[src/rtl/dll_pkg.sv]
// Shared types for the DLL loop controller: FSM states, step directions and
// internal counter widths.
package dll_pkg;

    typedef enum logic [1:0] {
        DISABLED = 2'd0,
        ACQUIRE  = 2'd1,
        LOCKED   = 2'd2
    } dll_state_e;

    typedef enum logic [1:0] {
        NONE = 2'd0,
        UP   = 2'd1,
        DOWN = 2'd2
    } step_dir_e;

    // Vote accumulator holds +/-15 (DECIM max), reversal counter up to 255.
    localparam int ACC_W = 5;
    localparam int REV_W = 8;

endpackage

[src/rtl/dll_lock_det.sv]
// Lock detector: counts direction reversals of code steps and runs the
// DISABLED / ACQUIRE / LOCKED state machine.
module dll_lock_det
    import dll_pkg::*;
#(
    parameter int LOCK_CNT = 8
) (
    input  logic clk,
    input  logic rstn,
    input  logic en,
    input  logic step_up,
    input  logic step_dn,
    input  logic step_sat,
    output logic active,
    output logic locked
);

    localparam logic [REV_W-1:0] REV_MAX = REV_W'(LOCK_CNT);
    localparam logic [REV_W-1:0] REV_ONE = REV_W'(1);

    dll_state_e       state_reg, state_next;
    step_dir_e        prev_reg, prev_next, step_dir;
    logic [REV_W-1:0] rev_reg, rev_next;
    logic             locked_reg;

    always_comb begin
        step_dir   = NONE;
        state_next = state_reg;
        prev_next  = prev_reg;
        rev_next   = rev_reg;

        if (step_up) begin
            step_dir = UP;
        end else if (step_dn) begin
            step_dir = DOWN;
        end

        // A step with no predecessor only records its direction.
        if (step_dir != NONE) begin
            prev_next = step_dir;
            if (prev_reg != NONE) begin
                if (prev_reg != step_dir) begin
                    rev_next = (rev_reg == REV_MAX) ? rev_reg : rev_reg + REV_ONE;
                end else begin
                    rev_next = '0;
                end
            end
        end

        case (state_reg)
            DISABLED: begin
                state_next = ACQUIRE;
            end
            ACQUIRE: begin
                if (rev_next == REV_MAX) begin
                    state_next = LOCKED;
                end
            end
            LOCKED: begin
                if (step_dir != NONE && (step_sat || prev_reg == step_dir)) begin
                    state_next = ACQUIRE;
                    prev_next  = NONE;
                    rev_next   = '0;
                end
            end
            default: begin
                state_next = DISABLED;
            end
        endcase

        if (!en) begin
            state_next = DISABLED;
            prev_next  = NONE;
            rev_next   = '0;
        end
    end

    always_ff @(posedge clk or negedge rstn) begin
        if (!rstn) begin
            state_reg  <= DISABLED;
            prev_reg   <= NONE;
            rev_reg    <= '0;
            locked_reg <= 1'b0;
        end else begin
            state_reg  <= state_next;
            prev_reg   <= prev_next;
            rev_reg    <= rev_next;
            locked_reg <= (state_next == LOCKED);
        end
    end

    assign active = (state_reg != DISABLED);
    assign locked = locked_reg;

endmodule

[src/rtl/dll_loop_ctrl.sv]
// DLL loop controller: decimates phase-detector votes into saturating
// delay-code steps and reports lock from the step reversal pattern.
module dll_loop_ctrl
    import dll_pkg::*;
#(
    parameter int CODE_W    = 6,
    parameter int INIT_CODE = 32,
    parameter int DECIM     = 4,
    parameter int LOCK_CNT  = 8
) (
    input  logic              clk,
    input  logic              rstn,
    input  logic              en,
    input  logic              pd_valid,
    input  logic              pd_late,
    output logic [CODE_W-1:0] code,
    output logic              code_upd,
    output logic              locked,
    output logic              sat
);

    localparam logic [CODE_W-1:0]       CODE_MAX  = '1;
    localparam logic [CODE_W-1:0]       CODE_ONE  = CODE_W'(1);
    localparam logic [CODE_W-1:0]       CODE_INIT = CODE_W'(INIT_CODE);
    localparam logic signed [ACC_W-1:0] ACC_ONE   = ACC_W'(1);
    localparam logic signed [ACC_W-1:0] DECIM_POS = ACC_W'(DECIM);
    localparam logic signed [ACC_W-1:0] DECIM_NEG = -DECIM_POS;

    logic signed [ACC_W-1:0] acc_reg, acc_next, acc_sum;
    logic [CODE_W-1:0]       code_reg, code_next;
    logic                    code_upd_reg, code_upd_next;
    logic                    sat_reg, sat_next;
    logic                    active, vote, step_up, step_dn, step_sat;

    dll_lock_det #(
        .LOCK_CNT (LOCK_CNT)
    ) u_lock_det (
        .clk      (clk),
        .rstn     (rstn),
        .en       (en),
        .step_up  (step_up),
        .step_dn  (step_dn),
        .step_sat (step_sat),
        .active   (active),
        .locked   (locked)
    );

    always_comb begin
        vote     = en && active && pd_valid;
        acc_sum  = pd_late ? (acc_reg + ACC_ONE) : (acc_reg - ACC_ONE);
        step_up  = vote && pd_late && (acc_sum == DECIM_POS);
        step_dn  = vote && !pd_late && (acc_sum == DECIM_NEG);
        step_sat = (step_up && code_reg == CODE_MAX) || (step_dn && code_reg == '0);

        acc_next      = acc_reg;
        code_next     = code_reg;
        code_upd_next = 1'b0;
        sat_next      = sat_reg;

        // Disabling clears loop history but deliberately keeps the code.
        if (!en) begin
            acc_next = '0;
            sat_next = 1'b0;
        end else if (step_up || step_dn) begin
            acc_next = '0;
            if (step_sat) begin
                sat_next = 1'b1;
            end else begin
                sat_next      = 1'b0;
                code_upd_next = 1'b1;
                code_next     = step_up ? (code_reg + CODE_ONE) : (code_reg - CODE_ONE);
            end
        end else if (vote) begin
            acc_next = acc_sum;
        end
    end

    always_ff @(posedge clk or negedge rstn) begin
        if (!rstn) begin
            acc_reg      <= '0;
            code_reg     <= CODE_INIT;
            code_upd_reg <= 1'b0;
            sat_reg      <= 1'b0;
        end else begin
            acc_reg      <= acc_next;
            code_reg     <= code_next;
            code_upd_reg <= code_upd_next;
            sat_reg      <= sat_next;
        end
    end

    assign code     = code_reg;
    assign code_upd = code_upd_reg;
    assign sat      = sat_reg;

endmodule

[config.mk]
export PLATFORM = sky130hd
export DESIGN_NAME = dll_loop_ctrl
export DESIGN_NICKNAME = d
export VERILOG_FILES = /design/src/rtl/dll_pkg.sv /design/src/rtl/dll_lock_det.sv /design/src/rtl/dll_loop_ctrl.sv
export SDC_FILE = /design/constraint.sdc
export NUM_CORES = 1
export LEC_CHECK = 0
export ABC_AREA = 0
export BUFFER_PORTS_ARGS = -buffer_cell sky130_fd_sc_hd__buf_2
export CAP_MARGIN = 20
export CORE_MARGIN = 2
export CORE_UTILIZATION = 30
export CTS_BUF_LIST = sky130_fd_sc_hd__clkbuf_16
export CTS_CLUSTER_DIAMETER = 200
export CTS_CLUSTER_SIZE = 20
export DETAILED_ROUTE_END_ITERATION = 10
export PLACE_DENSITY_LB_ADDON = 0.2
export SYNTH_ARGS = -nofsm -noshare
export SYNTH_HDL_FRONTEND = slang
export SYNTH_SLANG_ARGS = --single-unit
export TNS_END_PERCENT = 10
[constraint.sdc]
create_clock -name clk -period 3.5 [get_ports clk]
set_input_delay 0.7 -clock clk [delete_from_list [all_inputs] [get_ports clk]]
set_output_delay 0.7 -clock clk [all_outputs]
set_load 0.02 [all_outputs]
==> impl_metrics.toml <==
[run_status]
status = "completed"

[sta]
min_period_over_period_pct = 90.1
setup_viol = 0
whs_ps = 441
slew_headroom_pct = 60.5
fin_skew_ps = 5.67
setup_tns_ps = 0
timing.final.crit_period_ps = 3150
fmax_mhz = 317
hold_viol_final = 0
tightest_slew_ps = 593
final_max_slew_viol_count = 0
rsz0062_at_grt = "no"

[global_route]
grt_pass1_wl_um = 7870
grt_max_degree = 27
antenna_found_initial = 0
overflow = 0
grt.total_usage_pct = 13.4
grt_pass1_vias = 1619

[detailed_routing]
drc = 0
finalWirelength_um = 4520
vias_per_cell = 5.24
wl_per_cell_um = 14.0
drtIter0Drc = 87
drt_first_pass_iters = 4
ant_nets = 0
vias = 1691

[floorplan]
die_width_um = 83.6
coreArea_sq_mm = 0.00603
placementRows = 28
initial_core_util_pct = 31.5
io_pins = 14
fp.dieH_um = 83.6
die_area_sq_mm = 0.00698

[layout]
most-common-layout-cells = "dfrtp_1 (25), o21ai_0 (23), nor2_1 (21), nand2_1 (18), buf_4 (15)"
layout_commonest_cell = "dfrtp_1"
largest_register_ffs = 8
area_growth_pct = 18.2
fin_nets = 266
drive_gt1_share_pct = 18.1
fill_cells = 637
final_cell_area_sq_mm = 0.00225
antenna_cells = 0

[cts]
cts_buffers = 3
clockBufferDepth = 2
post-cts-setup-buffers = 0
path_clk_slew_ps = 70
clockRootBuffer = "clkbuf_16"
clkLatencyLatePin_ps = 260
holdBufCountCts = 0
cts_tree = "yes"
cts_htree_levels = 1
clock-sinks = 26
ctsResizeCount = 0

[critical_path]
r2r_start = "acc_reg[0]"
cp.required_ps = 3690
crit_type = "input pin to flop"
cp-start-kind = "input pin"
critical-path-max-stage-delay_ps = 400
worst_path_max_delay_cell = "or3_4"
cp.arrival_ps = 3340
path_cells = "buf_2 > inv_2 > ha_1 > and3_4 > or3_4 > a21oi_4 > nand3_4 > ha_1 > a21o_1 > a21oi_2 > o21bai_1 > a21oi_1 > xor2_1 > nor2_1 > xor2_1"
cp-end-kind = "flop"
r2r_end = "code[5]"
ff2ff_path_depth = 13
crit_fanout = 6
reg2reg_setup_slack_ps = 500

[synth]
ys.flop_type = "dfrtp_1"
synthCells = 222
avgSynthCellArea_sq_um = 8.56
netlist_top_cells_area = "dfrtp_1 (33%), ha_1 (6.6%), o21ai_0 (6.3%)"
seq_area_frac_synth_pct = 34.3
synth_cell_types = 54
synth_edf_count = 0
mappedNetlistArea_sq_mm = 0.00190
ys_ff_latch = 26
async_reset_ff_share_pct = 100
yosys_warnings = 0
synth_top_area_cell = "dfrtp_1"
synth_top_area_share_pct = 32.9
synthesis.nets = 239

[placement]
port_buffers = 13
placed_area_sq_mm = 0.00217
place.gp.congestion = 0.793
hpwl_um = 3480

[power_and_ir_drop]
p_leak_nw = 1.01
peakVddDrop_mv = 0.209
powerDensity_mw_per_mm2 = 393

[run]
maxCapViolCount = 0

[worst_hold_path]
min_path_type = "input pin to async pin"
==> logic make-up after synthesis <==
| logic type | Yosys count | synth area share [%] |
|---|---|---|
| flops | 26 | 34.3 |
| compound gates | 67 | 22.5 |
| mux | 2 | 1.12 |
| buf+inv | 14 | 3.36 |
| fa+ha+maj | 12 | 8.70 |
| simple gates | 92 | 25.9 |
| xor+xnor | 9 | 4.15 |
==> layer usage <==
layer | part of all wire [%] | global-route usage (%)
met3 | 3.1 | 2.47
met4 | 0.84 | 2.64
met1 | 51 | 19.3
met5 | 0 | 0
met2 | 45 | 20.9
==> cells in the mapped netlist, types with 3 or more instances <==
cell	count
dfrtp_1	25
o21ai_0	24
nor2_1	21
nand2_1	18
a21oi_1	15
ha_1	10
nand3_1	10
inv_1	8
nor3_1	7
a21o_1	6
xnor2_1	5
and3_1	4
or3_1	4
xor2_1	4
a22o_1	3
buf_2	3
nand4_1	3
nor2b_1	3
nor4_1	3
or2_2	3
==> area by class of cell <==
class	instances	area (sq um)	share of cell area, %
Clock buffer	3	75.1	3.34
Clock inverter	1	3.75	0.167
Inverter	8	30.0	1.34
Multi-Input combinational cell	182	1210	54.0
Sequential cell	26	652	29.0
Tap cell	75	93.8	4.18
Timing Repair Buffer	28	178	7.91
==> worst max-delay path by stage <==
stage | start | end | slack (ps) | cells after the start
floorplan | pd_late | code[5] | 5 | 17
global placement | pd_late | code[5] | 110 | 15
detailed placement | pd_late | code[5] | 70 | 15
CTS | pd_late | code[5] | 350 | 15
global route | pd_late | code[5] | 160 | 15
finish | pd_late | code[5] | 350 | 15
==> worst max-delay path, delay by kind of cell <==
kind | cells | cell delay [ps]
xor+xnor | 2 | 300
compound gates | 5 | 740
simple gates | 4 | 800
buf+inv | 2 | 150
fa+ha+maj | 2 | 650
==> report_power, final <==
part           total, mW  switching (mW)  internal, mW
logic              0.266           0.147         0.120
clock network      0.255           0.102         0.153
registers          0.361          0.0344         0.326
total              0.882           0.283         0.599
==> per-stage QoR <==
stage / utilization (%) / instances / power (mW) / setup slack, ps
detailed placement: 36.0 / 319 / 0.634 / 69.3
floorplan: - / 222 / 0.551 / 5.30
global route: 37.3 / 323 / 0.939 / 160
global placement: 36.0 / 319 / 0.634 / 109
finish: 37.3 / 323 / 0.882 / 348
CTS: 37.3 / 323 / 0.898 / 349
(Power assumes the default switching activity.)
